### src/rtl/adat_tx_frame_encoder.sv
// ADAT transmit frame builder and NRZI line encoder: one 8x24-bit sample set per 256-bit frame.
// Optional edge monitor outputs (o_edge, o_edge_time) are compiled in with ADAT_TX_EDGE_MON_EN.
module adat_tx_frame_encoder #(
   parameter int unsigned CLKS_PER_BIT = 4
) (
   input  logic         i_clk,
   input  logic         i_rst,
   input  logic         i_enable,
   input  logic         i_valid,
   output logic         o_ready,
   input  logic [191:0] i_data,
   input  logic [3:0]   i_user,
   output logic         o_adat,
   output logic         o_frame_start,
   output logic         o_underrun,
   output logic         o_busy
`ifdef ADAT_TX_EDGE_MON_EN
   ,
   output logic         o_edge,
   output logic [11:0]  o_edge_time
`endif
);

   localparam logic [7:0] DIV_MAX = 8'(CLKS_PER_BIT - 1);

   typedef enum logic {IDLE, RUN} state_t;

   state_t       state, state_n;
   logic [7:0]   div, div_n;
   logic [7:0]   bit_idx, bit_n;
   logic [2:0]   grp, grp_n;
   logic [195:0] sr, sr_n;
   logic [195:0] hold_frame, frame_in;
   logic         hold_full, hold_full_n;
   logic         enter, start_n, bit_val, shift, accept, transfer;

   // Holding register stores the set already in line order: user[3:0], then ch0..ch7, MSB first.
   always_comb begin
      frame_in = '0;
      frame_in[195:192] = i_user;
      for (int unsigned k = 0; k < 8; k++)
         frame_in[191 - 24*k -: 24] = i_data[24*k +: 24];
   end

   always_comb begin
      state_n = state;
      div_n   = div;
      bit_n   = bit_idx;
      enter   = 1'b0;
      start_n = 1'b0;
      case (state)
         IDLE: begin
            if (i_enable) begin
               state_n = RUN;
               div_n   = '0;
               bit_n   = '0;
               enter   = 1'b1;
               start_n = 1'b1;
            end
         end
         RUN: begin
            if (div == DIV_MAX) begin
               div_n = '0;
               enter = 1'b1;
               if (bit_idx == 8'd255) begin
                  bit_n = '0;
                  if (i_enable)
                     start_n = 1'b1;
                  else
                     state_n = IDLE;
               end else begin
                  bit_n = bit_idx + 8'd1;
               end
            end else begin
               div_n = div + 8'd1;
            end
         end
         default: state_n = IDLE;
      endcase
   end

   // Value of the bit cell being entered; grp tracks position inside each 4+1 data group.
   always_comb begin
      bit_val = 1'b0;
      shift   = 1'b0;
      grp_n   = grp;
      if (enter && state_n == RUN) begin
         if (bit_n == 8'd10) begin
            bit_val = 1'b1;
         end else if (bit_n >= 8'd11 && bit_n <= 8'd14) begin
            bit_val = sr[195];
            shift   = 1'b1;
         end else if (bit_n == 8'd15) begin
            bit_val = 1'b1;
            grp_n   = '0;
         end else if (bit_n >= 8'd16) begin
            if (grp == 3'd4) begin
               bit_val = 1'b1;
               grp_n   = '0;
            end else begin
               bit_val = sr[195];
               shift   = 1'b1;
               grp_n   = grp + 3'd1;
            end
         end
      end
   end

   assign accept   = i_valid & o_ready;
   assign transfer = o_frame_start;

   always_comb begin
      hold_full_n = hold_full;
      if (accept)
         hold_full_n = 1'b1;
      else if (transfer)
         hold_full_n = 1'b0;

      sr_n = sr;
      if (transfer)
         sr_n = hold_full ? hold_frame : '0;
      else if (shift)
         sr_n = {sr[194:0], 1'b0};
   end

   always_ff @(posedge i_clk or posedge i_rst) begin
      if (i_rst) begin
         state         <= IDLE;
         div           <= '0;
         bit_idx       <= '0;
         grp           <= '0;
         sr            <= '0;
         hold_frame    <= '0;
         hold_full     <= 1'b0;
         o_ready       <= 1'b1;
         o_adat        <= 1'b0;
         o_frame_start <= 1'b0;
         o_underrun    <= 1'b0;
      end else begin
         state         <= state_n;
         div           <= div_n;
         bit_idx       <= bit_n;
         grp           <= grp_n;
         sr            <= sr_n;
         if (accept)
            hold_frame <= frame_in;
         hold_full     <= hold_full_n;
         o_ready       <= ~hold_full_n;
         o_adat        <= o_adat ^ bit_val;
         o_frame_start <= start_n;
         // A set accepted in the frame-start cycle still counts as pending for the next frame.
         o_underrun    <= start_n & ~hold_full_n;
      end
   end

   assign o_busy = (state == RUN);

`ifdef ADAT_TX_EDGE_MON_EN
   logic [11:0] edge_cnt;

   always_ff @(posedge i_clk or posedge i_rst) begin
      if (i_rst) begin
         edge_cnt    <= '0;
         o_edge      <= 1'b0;
         o_edge_time <= '0;
      end else begin
         o_edge <= bit_val;
         if (bit_val) begin
            o_edge_time <= (edge_cnt == 12'hFFF) ? 12'hFFF : edge_cnt + 12'd1;
            edge_cnt    <= '0;
         end else if (edge_cnt != 12'hFFF) begin
            edge_cnt <= edge_cnt + 12'd1;
         end
      end
   end
`endif

endmodule
### config.mk
export PLATFORM = sky130hd
export DESIGN_NAME = adat_tx_frame_encoder
export DESIGN_NICKNAME = d
export VERILOG_FILES = /design/src/rtl/adat_tx_frame_encoder.sv
export SDC_FILE = /design/constraint.sdc
export NUM_CORES = 1
export LEC_CHECK = 0
export CELL_PAD_IN_SITES_DETAIL_PLACEMENT = 1
export CELL_PAD_IN_SITES_GLOBAL_PLACEMENT = 1
export CORE_ASPECT_RATIO = 1.1
export CORE_UTILIZATION = 29
export DETAILED_ROUTE_END_ITERATION = 7
export PLACE_DENSITY = 0.53
export SYNTH_ARGS = -nofsm -noshare
export SYNTH_HDL_FRONTEND = slang
export SYNTH_SLANG_ARGS = --single-unit
### constraint.sdc
create_clock -name i_clk -period 21.2 [get_ports i_clk]
set_input_delay 4.24 -clock i_clk [delete_from_list [all_inputs] [get_ports i_clk]]
set_output_delay 4.24 -clock i_clk [all_outputs]
set_load 0.01 [all_outputs]
# == Word-level counts from Yosys, hierarchy flattened ==
# Cells that the tools add are included.
# classes
n_addsub,3
order_cmp,3
n_eq_ne,6
mux,36
bitwise_logic,7
n_reduce_logical,5
# op_table
operator,n
$mux 196,3
$mux 8,5
$pmux 8 s2,2
$mux 1,20
$add 8x1->8 const B,2
$eq 8x4->1 const B,2
$mux 3,3
$eq 8x2->1 const B,1
$eq 8x8->1 const B,1
$ge 8x4->1 const B,1
$ge 8x5->1 const B,1
$le 8x4->1 const B,1
$pmux 1 s2,3
$not 1->1,4
$reduce_and 4->1,1
$reduce_bool 2->1,2
$add 3x1->3 const B,1
$eq 3x3->1 const B,1
$and 1x1->1,2
$logic_and 1x1->1,2
$ne 2x2->1 const B,1
$xor 1x1->1,1
# totals
regBits,417
inputBits,200
out_inout_bits,5
wordCells,71

# == Logic depth before layout (Yosys ltp) ==
# depth
depth_word,12
ltp_mapped,13
depth_no_buf,9

# == Least setup slack after synthesis ==
# Ideal clock, no wire load.
# synth_timing
path_kind,input -> register
start,in i_enable
end,reg sr[11]
setup_ps,146
arrival_ps,6277
required_time_ps,21054
setup_slack_ps,14777
path_stages,11
n_path_buf,3
path_cell_list,nand2b_1 nand2_1 mux2i_1 or3b_1 or4b_1 buf_4 nand2_8 buf_8 buf_12 mux2i_1 mux2i_1
# synth_via
elab_chain_cells,9
word_cells_on_any_way,20
classes_between,order compare (3); eq/ne (2); mux (12); reduce/logical (3)
# synth_rtl
item,line,source
"start, declared",8,"input logic i_enable,"
$mux 8 *,53,if (i_enable) begin
$pmux 8 s2 *,51,case (state)
named net bit_n[4],30,"logic [7:0] bit_idx, bit_n;"
$ge 8x5->1,96,end else if (bit_n >= 8'd16) begin
$mux 1,96,
$mux 1,93,end else if (bit_n == 8'd15) begin
$mux 1,90,end else if (bit_n >= 8'd11 && bit_n <= 8'd14) begin
$mux 1 *,88,if (bit_n == 8'd10) begin
$mux 1 *,87,if (enter && state_n == RUN) begin
$reduce_bool 2->1 (no source line) *,n/a,
"end signal, assigned",144,sr <= sr_n;
"end, declared",32,"logic [195:0] sr, sr_n;"
# The timed path passes the listed nets; every way through them passes the cells marked *.
# A chain may end at the register's enable or synchronous reset.

# == Worst setup path in the final report ==
# layout_timing
start,in i_enable
end,reg sr[97]
# Same word-level chain as after synthesis.

==> results.json <==
{
  "ctsResizeCount": 0,
  "drive_above_1_share_pct": 17.1,
  "synth.largest_area_cell": "dfrtp_1",
  "leakagePower_nw": 9.87,
  "cp_max_fo": 70,
  "rows": 96,
  "synth.distinct_cells": 51,
  "synthTopCellsByArea": "dfrtp_1 (56%), mux2_2 (12%), mux2i_1 (12%), nand2_1 (4.4%), a22oi_1 (3.6%)",
  "grt_pass1_vias": 13800,
  "portBuffers": 204,
  "antenna_left": 0,
  "max_freq_ghz": 0.125,
  "grt_max_degree": 172,
  "cts_hold_buffers": 0,
  "io_pins": 205,
  "power_w": 0.00170,
  "r2r-end": "sr[97]$_DFFE_PP0P_",
  "drt_iter0_drc": 747,
  "die_area_um2": 65100,
  "drv_cap": 0,
  "crit_type": "in2reg",
  "whs_ns": 0.482,
  "fin_crit_sh_pct": 37.7,
  "gp_congestion": 0.752,
  "maxSlewViolCount": 0,
  "clk_latency_ns": 0.58,
  "totalWireLength_um": 47100,
  "chipHeight_um": 267,
  "worst_pin_slew_ns": 1.03,
  "min_period_ns": 8.00,
  "avgSynthCellArea_um2": 12.1,
  "irDropWorstVdd_v": 0.0000563,
  "core-area_um2": 62800,
  "drt-wirelength-per-cell_um": 18.4,
  "reg2reg_from": "div[3]$_DFFE_PP0P_",
  "path_clk_slew_ns": 0.06,
  "post_cts_buffers": 0,
  "finalHoldViolations": 0,
  "cp-end-kind": "flip-flop",
  "synth_nets": 1743,
  "syn2layout_area_growth_pct": 22.5,
  "vias": 12400,
  "ys_seq_area_share_pct": 56.2,
  "die_w_um": 243,
  "vias_per_cell": 4.84,
  "dpl.hpwl_um": 28800,
  "clock_path_buffers": 3,
  "cts_tree": "done",
  "fin_skew_ns": 0.0218,
  "grt_pass1_wl_um": 77000,
  "final_area_um2": 22800,
  "startpoint_type": "primary input",
  "grt_usage_pct": 14.7,
  "fin_nets": 1894,
  "slew_headroom_pct": 31.4,
  "antenna_found_initial": 1,
  "netlist.area_leader.share_pct": 56.0,
  "power_density_nw_per_um2": 74.7,
  "status": "finished, final reports clean",
  "synth_warnings": 0,
  "cts.sinks": 417,
  "setup_tns_ns": 0,
  "syn_area_um2": 18600,
  "drtPass1Iterations": 4,
  "postSynthCellCount": 1539,
  "hold_depth": 1,
  "ys_ff_latch": 417,
  "hold_end": "o_adat$_DFF_PP0_",
  "placed_area_um2": 21200,
  "r2r_cells": 9,
  "root_buffer": "clkbuf_16",
  "initial_core_util_pct": 29.6,
  "worst-r2r-setup-slack_ns": 15.96,
  "setup_viol": 0,
  "holdCritStartpoint": "o_adat$_DFF_PP0_",
  "overflow": 0,
  "drcViolationCount": 0,
  "rsz0062_at_grt": "false",
  "numCtsBuffers": 49,
  "crit_arrival_ns": 8.42,
  "cp.required_ns": 21.62,
  "hold_path_class": "reg2reg",
  "fill_cells": 6787,
  "htreeDepth": 2,
  "crit_start": "i_enable"
}
==> Yosys cell counts (all sizes together) <==
master   count
dfrtp      416
mux2i      217
nand2      217
mux2       196
nand3       96
a21oi       94
a22oi       88
clkbuf      78
buf         42
o21ai       15
inv          8
nor2         7
nand2b       6
and3         5
nor3         5
ha           4
a21o         3
a2bb2oi      3
and2         3
o211ai       3
o31ai        3
xnor2        3
a32o         2
and4         2
nand4        2
nor2b        2
o41ai        2
or3b         2
or4          2
a211o        1
a21boi       1
a22o         1
a32oi        1
dfstp        1
nor4         1
nor4bb       1
o2111ai      1
o21a         1
o22ai        1
or2          1
or4b         1
or4bb        1
==> power by group <==
group	switching (W)	internal, W
sequential	0	0.000796
combinational	0.0000249	0.0000330
clock	0.000337	0.000510
total	0.000362	0.00134
==> critical path, cell delays in order <==
cell	delay [ns]
clkdlybuf4s50_1	0.56
nand2b_1	0.22
nand2_1	0.13
mux2i_1	0.08
or3b_1	0.48
or4b_4	0.86
nand2_8	0.51
buf_4	0.84
mux2i_1	0.29
mux2i_1	0.11
==> flip-flops by register name (all words and copies together), names as in the netlist <==
register / count
bit_idx: 8
div: 8
grp: 3
hold_frame: 196
hold_full: 1
o_adat: 1
o_busy: 1
o_frame_start: 1
o_ready: 1
o_underrun: 1
sr: 196
==> per-stage QoR <==
| stage | utilization, % | setup slack, ns | instances |
|---|---|---|---|
| 2_1_floorplan | - | 5.36 | 1539 |
| 3_3_place_gp | 33.7 | 12.59 | 2472 |
| 3_5_place_dp | 33.7 | 12.47 | 2472 |
| 4_1_cts | 36.2 | 13.12 | 2556 |
| 5_1_grt | 36.2 | 12.88 | 2556 |
| 6_report | 36.2 | 13.20 | 2557 |
==> cell usage in the layout, fill, tap and decap left out, drive strengths merged, types with 4 or more instances in the layout <==
cell / n
dfrtp: 416
mux2i: 217
nand2: 217
clkdlybuf4s50: 204
mux2: 196
nand3: 96
a21oi: 94
a22oi: 88
clkbuf: 75
buf: 16
o21ai: 15
inv: 9
nor2: 7
nand2b: 6
nor3: 5
and3: 5
clkinv: 5
ha: 4
==> cells by family (layout without fill, tap and decap cells) <==
logic type / count (synthesis) / count (layout) / share of synthesized area [%]
AO/OA/AOI/OAI: 220 / 220 / 7.56
XOR/XNOR: 3 / 3 / 0.141
adder cells (fa/ha/maj): 4 / 4 / 0.269
buffers and inverters: 128 / 312 / 3.84
flip-flops: 417 / 417 / 56.2
multiplexers: 413 / 413 / 23.6
other: 0 / 1 / 0
AND/OR/NAND/NOR: 354 / 354 / 8.46
==> layer usage <==
metal	routed length (µm)	part of all wire [%]	global-route usage (%)	vias to the layer above
li1	-	-	-	5757
met1	21500	46	19.4	6370
met2	22900	49	24.8	180
met3	1760	3.7	2.53	57
met4	918	2.0	3.84	0
met5	0	0	0	-
==> area by class of cell <==
type / instances / area, µm² / area share (%)
Antenna cell: 1 / 2.50 / 0.0110
Clock buffer: 75 / 1470 / 6.44
Clock inverter: 9 / 150 / 0.659
Inverter: 8 / 37.5 / 0.165
Multi-Input combinational cell: 994 / 7450 / 32.7
Sequential cell: 417 / 10400 / 45.9
Tap cell: 833 / 1040 / 4.58
Timing Repair Buffer: 220 / 2170 / 9.55
==> worst max path at each step <==
| stage | slack, ns | endpoint |
|---|---|---|
| 2_1_floorplan | 5.36 | bit_idx[0]$_DFF_PP0_ |
| 3_3_place_gp | 12.59 | sr[143]$_DFFE_PP0P_ |
| 3_5_place_dp | 12.47 | sr[97]$_DFFE_PP0P_ |
| 4_1_cts | 13.12 | sr[97]$_DFFE_PP0P_ |
| 5_1_grt | 12.88 | sr[84]$_DFFE_PP0P_ |
| 6_report | 13.20 | sr[97]$_DFFE_PP0P_ |
Note: power is estimated with default switching activity, not from simulation.
